--- src/rtl/layer1_result_window_reader_if.sv ---
// Bundle between the layer-1 result window reader, the layer-1 result store
// read port and the layer-2 window consumer.
//
// Window handshake: a window transfers on a rising clk edge where win_valid
// and win_ready are both high. Once win_valid rises, it stays high and
// win_data/win_row/win_col stay stable until that transfer. win_ready
// sampled while win_valid is low has no effect.
interface layer1_result_window_reader_if #(
  parameter int DATA_W = 128,
  parameter int K      = 3
);
  logic                    start;
  logic                    busy;
  logic                    done;
  logic                    mem_read_signal;
  logic [15:0]             mem_read_row_addr;
  logic [15:0]             mem_read_col_addr;
  logic [DATA_W-1:0]       mem_rdata;
  logic                    win_valid;
  logic                    win_ready;
  logic [K*K*DATA_W-1:0]   win_data;
  logic [15:0]             win_row;
  logic [15:0]             win_col;
  logic [1:0]              dbg_state;

  // Reader side
  modport master (
    input  start, mem_rdata, win_ready,
    output busy, done, mem_read_signal, mem_read_row_addr, mem_read_col_addr,
           win_valid, win_data, win_row, win_col, dbg_state
  );

  // Environment side (store read port, consumer, controller)
  modport slave (
    output start, mem_rdata, win_ready,
    input  busy, done, mem_read_signal, mem_read_row_addr, mem_read_col_addr,
           win_valid, win_data, win_row, win_col, dbg_state
  );
endinterface

--- src/rtl/layer1_result_window_reader.sv ---
// Layer-1 result window reader: sweeps every KxK neighbourhood of the
// ROWS x COLS result store in raster order, reads one entry per cycle
// (combinational read port), assembles the window and offers it to the
// layer-2 stage. Each window costs K*K fetch cycles plus one output cycle.
module layer1_result_window_reader #(
  parameter int ROWS   = 30,
  parameter int COLS   = 30,
  parameter int DATA_W = 128,
  parameter int K      = 3
) (
  input  logic clk,
  input  logic rst,
  layer1_result_window_reader_if.master bus
);

  localparam int NE = K * K;
  localparam int KW = (NE > 1) ? $clog2(NE) : 1;
  localparam int OW = (K > 1) ? $clog2(K) : 1;

  localparam logic [15:0]   LAST_ROW = 16'(ROWS - K);
  localparam logic [15:0]   LAST_COL = 16'(COLS - K);
  localparam logic [KW-1:0] LAST_K   = KW'(NE - 1);
  localparam logic [OW-1:0] LAST_OFF = OW'(K - 1);

  typedef enum logic [1:0] {
    S_IDLE  = 2'd0,
    S_FETCH = 2'd1,
    S_OUT   = 2'd2,
    S_DONE  = 2'd3
  } state_t;

  state_t                r_state;
  logic [15:0]           r_base_row;
  logic [15:0]           r_base_col;
  logic [KW-1:0]         r_k;
  // Row/column offset inside the window, tracked alongside r_k so the read
  // address never needs a divide by K.
  logic [OW-1:0]         r_kr;
  logic [OW-1:0]         r_kc;
  logic [NE*DATA_W-1:0]  r_win;

  logic w_fetch;
  logic w_last_base;

  assign w_fetch     = (r_state == S_FETCH);
  assign w_last_base = (r_base_row == LAST_ROW) && (r_base_col == LAST_COL);

  // All status outputs decode straight from the state register.
  assign bus.busy              = (r_state != S_IDLE);
  assign bus.done              = (r_state == S_DONE);
  assign bus.win_valid         = (r_state == S_OUT);
  assign bus.mem_read_signal   = w_fetch;
  assign bus.mem_read_row_addr = w_fetch ? (r_base_row + 16'(r_kr)) : 16'd0;
  assign bus.mem_read_col_addr = w_fetch ? (r_base_col + 16'(r_kc)) : 16'd0;
  assign bus.win_data          = r_win;
  assign bus.win_row           = r_base_row;
  assign bus.win_col           = r_base_col;
  assign bus.dbg_state         = r_state;

  // Sweep sequencer: fetch K*K entries, present the window, advance the base.
  always_ff @(posedge clk or posedge rst) begin
    if (rst) begin
      r_state    <= S_IDLE;
      r_base_row <= 16'd0;
      r_base_col <= 16'd0;
      r_k        <= '0;
      r_kr       <= '0;
      r_kc       <= '0;
      r_win      <= '0;
    end else begin
      case (r_state)
        S_IDLE: begin
          if (bus.start) begin
            r_state    <= S_FETCH;
            r_base_row <= 16'd0;
            r_base_col <= 16'd0;
            r_k        <= '0;
            r_kr       <= '0;
            r_kc       <= '0;
          end
        end
        S_FETCH: begin
          for (int e = 0; e < NE; e++) begin
            if (r_k == KW'(e)) r_win[e*DATA_W +: DATA_W] <= bus.mem_rdata;
          end
          if (r_k == LAST_K) begin
            r_state <= S_OUT;
          end else begin
            r_k <= r_k + 1'b1;
            if (r_kc == LAST_OFF) begin
              r_kc <= '0;
              r_kr <= r_kr + 1'b1;
            end else begin
              r_kc <= r_kc + 1'b1;
            end
          end
        end
        S_OUT: begin
          // Window is held until the consumer takes it; no re-reads meanwhile.
          if (bus.win_ready) begin
            if (w_last_base) begin
              r_state <= S_DONE;
            end else begin
              r_state <= S_FETCH;
              r_k     <= '0;
              r_kr    <= '0;
              r_kc    <= '0;
              if (r_base_col == LAST_COL) begin
                r_base_col <= 16'd0;
                r_base_row <= r_base_row + 16'd1;
              end else begin
                r_base_col <= r_base_col + 16'd1;
              end
            end
          end
        end
        S_DONE: begin
          r_state <= S_IDLE;
        end
        default: r_state <= S_IDLE;
      endcase
    end
  end

endmodule

--- src/flat_wrapper.sv ---
// flat-port wrapper written by rule: the top's interface ports become plain ports
module layer1_result_window_reader_flat 
#(
  parameter int ROWS   = 30,
  parameter int COLS   = 30,
  parameter int DATA_W = 128,
  parameter int K      = 3
)
  (clk, rst, bus_start, bus_mem_rdata, bus_win_ready, bus_busy, bus_done, bus_mem_read_signal, bus_mem_read_row_addr, bus_mem_read_col_addr, bus_win_valid, bus_win_data, bus_win_row, bus_win_col, bus_dbg_state);
  layer1_result_window_reader_if #(.DATA_W(DATA_W), .K(K)) bus_i ();
  input  logic clk;
  input  logic rst;
  input wire logic [$bits(bus_i.start)-1:0] bus_start;
  input wire logic [$bits(bus_i.mem_rdata)-1:0] bus_mem_rdata;
  input wire logic [$bits(bus_i.win_ready)-1:0] bus_win_ready;
  output wire logic [$bits(bus_i.busy)-1:0] bus_busy;
  output wire logic [$bits(bus_i.done)-1:0] bus_done;
  output wire logic [$bits(bus_i.mem_read_signal)-1:0] bus_mem_read_signal;
  output wire logic [$bits(bus_i.mem_read_row_addr)-1:0] bus_mem_read_row_addr;
  output wire logic [$bits(bus_i.mem_read_col_addr)-1:0] bus_mem_read_col_addr;
  output wire logic [$bits(bus_i.win_valid)-1:0] bus_win_valid;
  output wire logic [$bits(bus_i.win_data)-1:0] bus_win_data;
  output wire logic [$bits(bus_i.win_row)-1:0] bus_win_row;
  output wire logic [$bits(bus_i.win_col)-1:0] bus_win_col;
  output wire logic [$bits(bus_i.dbg_state)-1:0] bus_dbg_state;
  assign bus_i.start = bus_start;
  assign bus_i.mem_rdata = bus_mem_rdata;
  assign bus_i.win_ready = bus_win_ready;
  assign bus_busy = bus_i.busy;
  assign bus_done = bus_i.done;
  assign bus_mem_read_signal = bus_i.mem_read_signal;
  assign bus_mem_read_row_addr = bus_i.mem_read_row_addr;
  assign bus_mem_read_col_addr = bus_i.mem_read_col_addr;
  assign bus_win_valid = bus_i.win_valid;
  assign bus_win_data = bus_i.win_data;
  assign bus_win_row = bus_i.win_row;
  assign bus_win_col = bus_i.win_col;
  assign bus_dbg_state = bus_i.dbg_state;
  layer1_result_window_reader #(.ROWS(ROWS), .COLS(COLS), .DATA_W(DATA_W), .K(K)) u_core (.clk(clk), .rst(rst), .bus(bus_i));
endmodule
--- config.mk ---
export PLATFORM = sky130hd
export DESIGN_NAME = layer1_result_window_reader_flat
export DESIGN_NICKNAME = d
export VERILOG_FILES = /design/src/rtl/layer1_result_window_reader_if.sv /design/src/rtl/layer1_result_window_reader.sv /design/src/flat_wrapper.sv
export SDC_FILE = /design/constraint.sdc
export NUM_CORES = 2
export LEC_CHECK = 0
export CAP_MARGIN = 20
export CELL_PAD_IN_SITES_DETAIL_PLACEMENT = 1
export CELL_PAD_IN_SITES_GLOBAL_PLACEMENT = 2
export CORE_AREA = 2 2 534 536
export DETAILED_ROUTE_END_ITERATION = 10
export DIE_AREA = 0 0 536 538
export GPL_TIMING_DRIVEN = 0
export PLACE_DENSITY_LB_ADDON = 0.1
export REMOVE_ABC_BUFFERS = 1
export SYNTH_ARGS = -nofsm -noshare
export SYNTH_HDL_FRONTEND = slang
export SYNTH_SLANG_ARGS = --single-unit
--- constraint.sdc ---
create_clock -name clk -period 61 [get_ports clk]
set_input_delay 12.2 -clock clk [delete_from_list [all_inputs] [get_ports clk]]
set_output_delay 12.2 -clock clk [all_outputs]
set_load 0.01 [all_outputs]
==> reports/summary.log <==
qor: sta.setup-violations-final 0
qor: critical_path.timing.critical_path.slowest_cell_delay 0.71 ns
qor: yosys.synth_top_cell_by_area sky130_fd_sc_hd__dfrtp_1
qor: yosys.number_of_synthesized_flops_with_an_enable_pin 0
qor: yosys.post_synth_num_cell_types 60
qor: routing.viasPerCell 3.72
qor: sta.final_hold_viol_count 0
qor: pwr.power.clock.fraction 0.216
qor: yosys.synth-simple-area-share 0.0202
qor: critical_path.setup.worst_path.end_class output port
qor: yosys.synthXorXnorAreaFrac 0.00442
qor: pwr.comb_power_share 0.468
qor: sta.fin_crit_period 15.76 ns
qor: finish.postLayoutCoreUtil 0.247
qor: yosys.synth.top_cells.by_area sky130_fd_sc_hd__dfrtp_1 (65%), sky130_fd_sc_hd__mux2_2 (28%), sky130_fd_sc_hd__buf_2 (1.5%)
qor: critical_path.cp_data_arrival_time 3.56 ns
qor: yosys.synth_compound_gate_area_share 0.0145
qor: critical_path.reg2reg_depth 10
qor: critical_path.cp_num_cells 7
qor: pwr.sw_frac_of_total 0.352
qor: finish.finish.net_count 4403
qor: global_routing.number_of_antenna_violations_at_the_first_check_in_global_routing 24
qor: floorplanning.floorplan.io_pins 1354
qor: placement.placed_area 64800 sq um
qor: pwr.leakagePower 28.1 nW
qor: floorplanning.die_y 538 um
qor: clock_network.cts.path.max_buffers 4
qor: clock_network.postCtsHoldBufs 0
qor: sta.pins_over_slew_limit 0
qor: pwr.internal_power 2.85 mW
qor: sta.fin_tns_setup 0 ns
qor: sta.finalClockSkew 0.0565 ns
qor: routing.firstDrtPassIters 4
qor: clock_network.post_cts_resize_count 0
qor: yosys.synth_seq_area_share 0.655
qor: global_routing.grt_start_max_net_pins 111
qor: critical_path.critPathLaunchType flip-flop
qor: clock_network.htree_levels 4
qor: yosys.synth_async_sr_flop_share 1.00
qor: pwr.sequentialPowerShare 0.317
qor: worst_hold_path.whs_path_depth 1
qor: clock_network.cts_setup_buffers 0
qor: yosys.netlist_area_before_placement 45600 sq um
qor: yosys.synth.ff_latch_count 1194
qor: critical_path.cp_num_buf_inv 1
qor: worst_hold_path.hold_class reg -> reg
qor: global_routing.grt.total_usage 0.156
qor: floorplanning.die_w 536 um
qor: clock_network.clkSinkCount 1194
qor: sta.finalWorstSetupSlack 45.24 ns
qor: placement.place.detailed.instances 7852
qor: floorplanning.design.die.area 288000 sq um
qor: yosys.synth-main-ff-cell sky130_fd_sc_hd__dfrtp_1
qor: sta.fin_crit_sh 0.258
qor: finish.layout.cells.most_common_list sky130_fd_sc_hd__clkdlybuf4s50_1 (1353), sky130_fd_sc_hd__dfrtp_1 (1194), sky130_fd_sc_hd__mux2_2 (1154)
qor: routing.postRouteAntennaNets 0
qor: clock_network.clkLatencyLatePin 0.85 ns
qor: critical_path.cp_cell_sequence ha_1 > a21oi_1 > nor3_1 > nand2_1 > xor2_1 > nor2_1 > clkdlybuf4s50_1
qor: critical_path.crit_path_top_delay_cell sky130_fd_sc_hd__clkdlybuf4s50_1
qor: clock_network.path_clk_slew 0.05 ns
qor: finish.most_frequent_standard_cell_in_the_layout_excluding_fill_and_tap_cells sky130_fd_sc_hd__clkdlybuf4s50_1
qor: floorplanning.fp.coreArea 283000 sq um
qor: critical_path.rrSetupSlack 57.33 ns
qor: critical_path.worst-setup-path-type reg -> out
qor: finish.post_route_cells_drive_above_1_share 0.336
qor: placement.globalplace.congestion 0.713
qor: pwr.p_sw 1.54 mW
qor: yosys.synth_adder_area_share 0.00362
qor: routing.wl 232 mm
qor: pwr.power_density 62.7 nW/um^2
qor: clock_network.cts_tree done
qor: placement.dpl.hpwl 174 mm
qor: placement.post_placement_setup_slack 45.77 ns
qor: clock_network.clk_root_buffer_cell sky130_fd_sc_hd__clkbuf_16
qor: sta.worst_slew_pin_tran 1.06 ns
qor: floorplanning.initial_core_utilization 0.161
qor: critical_path.worst-path-max-fanout 7
qor: sta.max_clock_freq 63.5 MHz
qor: critical_path.critical-path-top-delay-family buffers and inverters
qor: yosys.ys_warn_count 0
qor: yosys.combinational_family_with_the_most_area_after_synthesis multiplexers
qor: routing.drt-wirelength-per-cell 28.6 um
qor: finish.layout.cells.non_filler 8127
qor: placement.portBuffers 1353
qor: finish.area_growth 53.3%
qor: yosys.synthesis.instances 2828
qor: sta.grt_setup_unrepaired no
qor: yosys.synth_largest_type_area_fraction 0.655
qor: global_routing.grt_overflow_total 0
qor: routing.dr_total_vias 30200
qor: global_routing.grt_pass1_vias 32000
qor: pwr.maximum_resistive_drop_on_vdd 0.0000245 V
qor: finish.cell_area_after_layout 69900 sq um
qor: floorplanning.std_cell_rows 196
qor: yosys.share_of_cell_area_taken_by_muxes_after_synthesis 0.285
qor: routing.drc 0
qor: flow_run.max_cap_viol_count 0
qor: run_status.run_status completed
qor: yosys.postSynthAreaPerCell 16.1 sq um
qor: routing.detail_route.iter0.violations 954
qor: sta.max_slew_margin 0.294
qor: global_routing.grt_first_pass_wirelength 308 mm
qor: clock_network.tritoncts.num_buffers 166
qor: critical_path.worstPathRequired 48.80 ns
[metal layers]
metal  up-vias  global-route usage  part of all wire
met5         -                   0           0.00034
met4        12              0.0613             0.041
met3       297              0.0702              0.10
met2      1082               0.259              0.47
met1     15900               0.174              0.38
li1      13000                   -                 -
[power groups by stage]
stage / logic (mW) / clock network (mW) / registers (mW)
2_1_floorplan: 0.595 / 0 / 1.58
3_3_place_gp: 2.24 / 0 / 1.41
3_5_place_dp: 2.12 / 0 / 1.40
4_1_cts: 2.12 / 0.997 / 1.39
5_1_grt: 2.16 / 1.02 / 1.44
6_report: 2.05 / 0.946 / 1.39
[registers in the layout, indices dropped and copies added, names as in the netlist]
signal                cells
u_core.bus.win_col       16
u_core.bus.dbg_state      2
u_core.r_k                4
u_core.r_kc               2
u_core.bus.win_row       16
u_core.bus.win_data    1152
u_core.r_kr               2
[per-stage QoR]
step	power, mW	hold slack (ns)
3_5_place_dp	3.52	0.492
2_1_floorplan	2.17	0.505
4_1_cts	4.51	0.505
6_report	4.39	0.500
3_3_place_gp	3.65	0.487
5_1_grt	4.63	0.510
[final cells by class]
class | instances | area [sq um]
inverters | 9 | 41.3
multi-input cells | 1472 | 15000
diodes | 7 | 17.5
clock inverters | 23 | 325
fillers | 30500 | 213000
flip-flops and latches | 1194 | 29900
well taps | 3762 | 4710
clock buffers | 244 | 4800
repair buffers | 1416 | 15200
[synth_stat cells, types with 3 or more instances]
master and number:
sky130_fd_sc_hd__dfrtp_1 1194, sky130_fd_sc_hd__mux2_2 1154, sky130_fd_sc_hd__buf_2 139, sky130_fd_sc_hd__nand2_1 41, sky130_fd_sc_hd__nor2_1 41, sky130_fd_sc_hd__o21ai_0 33, sky130_fd_sc_hd__a21oi_1 21, sky130_fd_sc_hd__nand3_1 19
sky130_fd_sc_hd__a31oi_1 17, sky130_fd_sc_hd__nor3_1 15, sky130_fd_sc_hd__xnor2_1 15, sky130_fd_sc_hd__clkbuf_1 11, sky130_fd_sc_hd__ha_1 10, sky130_fd_sc_hd__o31ai_1 9, sky130_fd_sc_hd__inv_1 8, sky130_fd_sc_hd__xor2_1 8
sky130_fd_sc_hd__and2_1 7, sky130_fd_sc_hd__nand4_1 7, sky130_fd_sc_hd__or3_1 7, sky130_fd_sc_hd__and3_1 6, sky130_fd_sc_hd__nor4_1 6, sky130_fd_sc_hd__nand2b_1 5, sky130_fd_sc_hd__a21o_1 3, sky130_fd_sc_hd__a22o_1 3
sky130_fd_sc_hd__and4_1 3, sky130_fd_sc_hd__nor2b_1 3, sky130_fd_sc_hd__nor3_2 3
[path summary, 6_finish.rpt]
kind,startpoint,to
min in group asynchronous,rst,u_core.bus.win_data[208]
max,u_core.bus.win_row[1],bus_mem_read_row_addr[9]
min,u_core.bus.win_data[714],u_core.bus.win_data[714]
max reg2reg,u_core.bus.dbg_state[1],u_core.bus.win_data[1125]
min reg2reg,u_core.bus.win_data[714],u_core.bus.win_data[714]
max in group asynchronous,rst,u_core.bus.win_data[1150]
[cells by family after synthesis]
family,count (synthesis)
fa+ha+maj,12
mux,1155
xor+xnor,23
simple gates,178
buf+inv,162
flops,1194
compound gates,104
(Power assumes the default switching activity.)
